$ cat src/rtl/stream_to_axi_writer.sv
// stream_to_axi_writer: packs AXI4-Stream beats into AXI4 INCR write bursts
// aimed at consecutive slots of a circular buffer. One burst is buffered
// before its address is issued, and only one burst is ever outstanding.
module stream_to_axi_writer #(
  parameter int                    DATA_WIDTH = 32,
  parameter int                    ADDR_WIDTH = 32,
  parameter int                    BURST_LEN  = 16,
  parameter logic [ADDR_WIDTH-1:0] BASE_ADDR  = {ADDR_WIDTH{1'b0}},
  parameter int                    RING_BYTES = 4096
) (
  input  logic                    aclk,
  input  logic                    aresetn,
  input  logic                    enable,
  input  logic [DATA_WIDTH-1:0]   s_axis_tdata,
  input  logic [DATA_WIDTH/8-1:0] s_axis_tkeep,
  input  logic                    s_axis_tlast,
  input  logic                    s_axis_tvalid,
  output logic                    s_axis_tready,
  output logic [ADDR_WIDTH-1:0]   m_axi_awaddr,
  output logic [7:0]              m_axi_awlen,
  output logic [2:0]              m_axi_awsize,
  output logic [1:0]              m_axi_awburst,
  output logic                    m_axi_awvalid,
  input  logic                    m_axi_awready,
  output logic [DATA_WIDTH-1:0]   m_axi_wdata,
  output logic [DATA_WIDTH/8-1:0] m_axi_wstrb,
  output logic                    m_axi_wlast,
  output logic                    m_axi_wvalid,
  input  logic                    m_axi_wready,
  input  logic [1:0]              m_axi_bresp,
  input  logic                    m_axi_bvalid,
  output logic                    m_axi_bready,
  output logic [ADDR_WIDTH-1:0]   wr_addr,
  output logic [31:0]             burst_cnt,
  output logic                    pkt_done,
  output logic                    err
);

  localparam int STRB_W     = DATA_WIDTH / 8;
  localparam int SLOT_BYTES = BURST_LEN * STRB_W;
  localparam int CNT_W      = $clog2(BURST_LEN + 1);
  localparam int PTR_W      = $clog2(BURST_LEN);
  localparam logic [ADDR_WIDTH-1:0] SLOT_INC = ADDR_WIDTH'(SLOT_BYTES);
  localparam logic [ADDR_WIDTH-1:0] RING_END = BASE_ADDR + ADDR_WIDTH'(RING_BYTES);
  localparam logic [CNT_W-1:0]      CNT_FULL = CNT_W'(BURST_LEN);
  localparam logic [CNT_W-1:0]      CNT_LAST = CNT_W'(BURST_LEN - 1);

  typedef enum logic [2:0] {S_IDLE, S_FILL, S_ADDR, S_DATA, S_RESP} state_t;

  state_t                  state_q, state_d;
  logic [CNT_W-1:0]        count_q, count_d;
  logic [PTR_W-1:0]        rd_ptr_q, rd_ptr_d;
  logic                    tlast_q, tlast_d;
  logic [ADDR_WIDTH-1:0]   wr_addr_q, wr_addr_d;
  logic [31:0]             burst_cnt_q, burst_cnt_d;
  logic                    err_q, err_d;
  logic                    pkt_done_q, pkt_done_d;

  logic [DATA_WIDTH-1:0]   data_mem_q [BURST_LEN];
  logic [STRB_W-1:0]       keep_mem_q [BURST_LEN];

  logic                    beat_acc_s;
  logic                    last_beat_s;
  logic [CNT_W-1:0]        count_m1_s;
  logic [ADDR_WIDTH-1:0]   addr_inc_s;

  assign s_axis_tready = (state_q == S_FILL) && (count_q < CNT_FULL);
  assign beat_acc_s    = s_axis_tvalid && s_axis_tready;
  assign count_m1_s    = count_q - CNT_W'(1);
  assign last_beat_s   = (rd_ptr_q == PTR_W'(count_m1_s));
  // Every burst consumes a whole slot, so the ring advances by SLOT even for short bursts.
  assign addr_inc_s    = wr_addr_q + SLOT_INC;

  assign m_axi_awvalid = (state_q == S_ADDR);
  assign m_axi_awaddr  = wr_addr_q;
  assign m_axi_awlen   = 8'(count_m1_s);
  assign m_axi_awsize  = 3'($clog2(STRB_W));
  assign m_axi_awburst = 2'b01;
  assign m_axi_wvalid  = (state_q == S_DATA);
  assign m_axi_wdata   = data_mem_q[rd_ptr_q];
  assign m_axi_wstrb   = keep_mem_q[rd_ptr_q];
  assign m_axi_wlast   = last_beat_s;
  assign m_axi_bready  = (state_q == S_RESP);
  assign wr_addr       = wr_addr_q;
  assign burst_cnt     = burst_cnt_q;
  assign pkt_done      = pkt_done_q;
  assign err           = err_q;

  // Burst buffer: store each accepted beat at the current fill index.
  always_ff @(posedge aclk) begin
    if (beat_acc_s) begin
      data_mem_q[count_q[PTR_W-1:0]] <= s_axis_tdata;
      keep_mem_q[count_q[PTR_W-1:0]] <= s_axis_tkeep;
    end
  end

  // State and bookkeeping registers; reset abandons any burst in flight.
  always_ff @(posedge aclk or negedge aresetn) begin
    if (!aresetn) begin
      state_q     <= S_IDLE;
      count_q     <= {CNT_W{1'b0}};
      rd_ptr_q    <= {PTR_W{1'b0}};
      tlast_q     <= 1'b0;
      wr_addr_q   <= BASE_ADDR;
      burst_cnt_q <= 32'd0;
      err_q       <= 1'b0;
      pkt_done_q  <= 1'b0;
    end else begin
      state_q     <= state_d;
      count_q     <= count_d;
      rd_ptr_q    <= rd_ptr_d;
      tlast_q     <= tlast_d;
      wr_addr_q   <= wr_addr_d;
      burst_cnt_q <= burst_cnt_d;
      err_q       <= err_d;
      pkt_done_q  <= pkt_done_d;
    end
  end

  // Next-state logic: fill buffer, issue address, drain data, collect response.
  always_comb begin
    state_d     = state_q;
    count_d     = count_q;
    rd_ptr_d    = rd_ptr_q;
    tlast_d     = tlast_q;
    wr_addr_d   = wr_addr_q;
    burst_cnt_d = burst_cnt_q;
    err_d       = err_q;
    pkt_done_d  = 1'b0;
    case (state_q)
      S_IDLE: begin
        if (enable) begin
          state_d = S_FILL;
        end else begin
          state_d = S_IDLE;
        end
      end
      S_FILL: begin
        if (beat_acc_s) begin
          count_d = count_q + CNT_W'(1);
          tlast_d = s_axis_tlast;
          // Leaving on the accept cycle gives awvalid one cycle after the last beat.
          if (s_axis_tlast || (count_q == CNT_LAST)) begin
            state_d = S_ADDR;
          end else begin
            state_d = S_FILL;
          end
        end else begin
          state_d = S_FILL;
        end
      end
      S_ADDR: begin
        if (m_axi_awready) begin
          state_d  = S_DATA;
          rd_ptr_d = {PTR_W{1'b0}};
        end else begin
          state_d = S_ADDR;
        end
      end
      S_DATA: begin
        if (m_axi_wready) begin
          if (last_beat_s) begin
            state_d  = S_RESP;
            rd_ptr_d = {PTR_W{1'b0}};
          end else begin
            rd_ptr_d = rd_ptr_q + PTR_W'(1);
          end
        end else begin
          state_d = S_DATA;
        end
      end
      S_RESP: begin
        if (m_axi_bvalid) begin
          burst_cnt_d = burst_cnt_q + 32'd1;
          err_d       = err_q | (m_axi_bresp != 2'b00);
          pkt_done_d  = tlast_q;
          count_d     = {CNT_W{1'b0}};
          tlast_d     = 1'b0;
          if (addr_inc_s == RING_END) begin
            wr_addr_d = BASE_ADDR;
          end else begin
            wr_addr_d = addr_inc_s;
          end
          if (enable) begin
            state_d = S_FILL;
          end else begin
            state_d = S_IDLE;
          end
        end else begin
          state_d = S_RESP;
        end
      end
      default: begin
        state_d = S_IDLE;
      end
    endcase
  end

endmodule

$ cat config.mk
export PLATFORM = sky130hd
export DESIGN_NAME = stream_to_axi_writer
export DESIGN_NICKNAME = d
export VERILOG_FILES = /design/src/rtl/stream_to_axi_writer.sv
export SDC_FILE = /design/constraint.sdc
export NUM_CORES = 1
export LEC_CHECK = 0
export ABC_CLOCK_PERIOD_IN_PS = 5900
export CORE_MARGIN = 2
export CORE_UTILIZATION = 58
export CTS_CLUSTER_SIZE = 28
export DETAILED_ROUTE_END_ITERATION = 10
export HOLD_SLACK_MARGIN = 0.15
export PLACE_DENSITY = 0.79
export SLEW_MARGIN = 20
export SYNTH_ARGS = -nofsm -noshare
export SYNTH_HDL_FRONTEND = slang
export SYNTH_SLANG_ARGS = --single-unit
$ cat constraint.sdc
create_clock -name aclk -period 5.9 [get_ports aclk]
set_input_delay 0.885 -clock aclk [delete_from_list [all_inputs] [get_ports aclk]]
set_output_delay 0.885 -clock aclk [all_outputs]
set_load 0.02 [all_outputs]
==> results.json <==
{
  "ir_worst_vdd_mv": 0.2421,
  "fp-row-count": 77,
  "timing.setup.tns_ns": 0,
  "finalHoldViolCount": 0,
  "worst_pin_slew_ns": 1.113,
  "pwr-share-seq": 0.547,
  "grt_pass1_wl_um": 87220,
  "placed_area_mm2": 0.02834,
  "num_vias": 13250,
  "grt.overflow.total": 0,
  "hp-class": "input pin to asynchronous set/reset pin",
  "crit_arrival_ns": 3.76,
  "wirelength_um": 58960,
  "final_nets": 1520,
  "yosysWarnings": 0,
  "grt_pass1_vias": 13430,
  "drtPass1Iterations": 5,
  "final_cell_count_no_fill": 2113,
  "io_buffers": 177,
  "synth_area_mm2": 0.02594,
  "status": "finished clean",
  "highest_layer": "met5",
  "post-place-ws_ns": 1.837,
  "grt_start_max_net_pins": 74,
  "comb_power_share": 0.011,
  "synth_top_cell_by_area": "edfxtp_1",
  "dpl.cell_count": 1993,
  "cts_tree": "yes",
  "dp_hpwl_um": 31150,
  "p_per_area_mw_per_mm2": 300.3,
  "grt_antenna_before_repair": 7,
  "ant_nets": 0,
  "synthTopCellsByCount": "edfxtp_1, mux4_2, dfrtp_1, nand2_1, buf_4",
  "die_w_um": 215.5,
  "p_int_mw": 7.346,
  "timing.fmax_mhz": 215.1,
  "path_class": "flop to output port",
  "cap_violations": 0,
  "finalPower_mw": 9.134,
  "start_kind": "flop",
  "wl_met3_um": 4946,
  "final_cell_area_mm2": 0.03042,
  "cts_setup_buffers": 0,
  "groute.usage.overall": 0.2585,
  "synth_top_area_frac": 0.6667,
  "synth_edf_count": 576,
  "fp.dieH_um": 215.5,
  "post_drt_wl_per_cell_um": 27.90,
  "drv_slew": 0,
  "ys_ff_latch": 649,
  "setup_viol": 0,
  "yosys-top-cells-area": "edfxtp_1, mux4_2, dfrtp_1",
  "crit_path_max_fanout": 45,
  "reg2reg_slack_ns": 2.56,
  "clk_latency_ns": 0.62,
  "synthFlopType": "edfxtp_1",
  "synthArstFlopShare": 0.1125,
  "core_mm2": 0.04422,
  "ys_types": 53,
  "drc_errors": 0,
  "place_congestion": 0.8714,
  "num-fill-cells": 2629,
  "hold_slack_ns": 0.3961,
  "p_sw_mw": 1.788,
  "setup.worst_path.end_class": "output port",
  "layout_setup_ws_ns": 1.250,
  "period_needed_ns": 4.650,
  "cts_resized": 0,
  "rsz0062_at_grt": "no",
  "yosysSeqAreaShare": 0.7371,
  "met1Wirelength_um": 22650,
  "clk_pin_slew_ns": 0.06,
  "layout-drive-gt1-share": 0.2175,
  "cts.sinks": 649,
  "critPathRequiredTime_ns": 5.02,
  "drt_iter0_markers": 1595,
  "postLayoutCoreUtil": 0.6878,
  "p_leak_nw": 9.830,
  "ios": 198,
  "cts_max_path_buffers": 3,
  "ctsHoldBuffers": 0,
  "relSlewSlack": 0.2560,
  "cts_made_buffers": 61,
  "synthToLayoutAreaGrowth_pct": 17.24,
  "die_area_mm2": 0.04644,
  "vias_per_cell": 6.272,
  "synth_cells": 1280,
  "finalClockSkew_ns": 0.01859,
  "synth_most_common_cell": "edfxtp_1",
  "synth_area_per_cell_um2": 20.27,
  "power_frac_clock": 0.441,
  "start_util": 0.5867,
  "root_buffer": "clkbuf_16",
  "finalCritPeriodShare": 0.7881,
  "cts.htree.levels": 2,
  "route.met2.wl_um": 29860,
  "p_sw_frac": 0.1958
}
power by group through the flow:
| stage | Sequential [mW] | Combinational, mW | Clock [mW] |
|---|---|---|---|
| after global placement | 5.10 | 0.0929 | 0 |
| after CTS | 5.00 | 0.101 | 4.08 |
| after global routing | 5.00 | 0.112 | 4.24 |
| after detailed placement | 5.10 | 0.100 | 0 |
| after floorplan | 5.10 | 0.0223 | 0 |
| final | 5.00 | 0.102 | 4.03 |
worst max-delay path, stage by stage, from the launching register on:
cell,delay [ns]
dfrtp_4,1.00
buf_4,0.48
mux4_2,0.58
mux4_2,0.50
clkdlybuf4s50_1,0.56
final timing paths:
check,cells after the start,from,to
worst max-delay path,4,rd_ptr_q[0],m_axi_wdata[25]
worst min-delay path,1,aresetn,m_axi_awaddr[17]
worst max register to register,5,state_q[0],keep_mem_q[0][3]
worst min register to register,1,err,err
max in group asynchronous,1,aresetn,rd_ptr_q[1]
min in group aclk,1,err,err
layout by cell type (no fill, tap or decap), types with 25 or more instances in the layout:
cell	netlist	layout
buf_4	46	25
clkdlybuf4s50_1	0	176
mux4_2	180	180
nand2_1	47	47
edfxtp_1	576	576
xor2_1	26	26
clkbuf_16	0	62
nor2_1	45	33
dfrtp_1	73	70
xnor2_1	41	41
per-layer routing:
| layer | GRT usage | up-vias |
|---|---|---|
| met4 | 0.07540 | 6 |
| met1 | 0.3551 | 6936 |
| met2 | 0.4228 | 677 |
| met3 | 0.05821 | 113 |
| li1 | - | 5521 |
| met5 | 0 | - |
registers in the layout, summed over array words and instances, names as in the netlist, 3 cells and up:
signal and count:
data_mem_q 512, state_q 3, burst_cnt 32, count_q 5
m_axi_awaddr 26, keep_mem_q 64, rd_ptr_q 4
cell type report:
cell class,count,area (um^2),share of cell area
repair buffers,205,2029,0.06672
multi-input cells,532,6381,0.2098
clock inverters,40,431.7,0.01419
diodes,4,10.01,0.0003291
clock buffers,76,1634,0.05373
flip-flops and latches,649,19130,0.6290
well taps,592,740.7,0.02435
inverters,15,56.30,0.001851
kinds of logic (layout without fill, tap and decap cells):
kind of cell	Yosys count	in the layout	synth area share
simple gates	207	207	0.04201
compound gates	46	46	0.01230
mux	182	182	0.1571
buf+inv	117	336	0.02378
fa+ha+maj	10	10	0.004823
other cells	2	24	0.0002895
xor+xnor	67	67	0.02262
flops	649	649	0.7371
No activity file was read; power rests on OpenSTA's default activity.
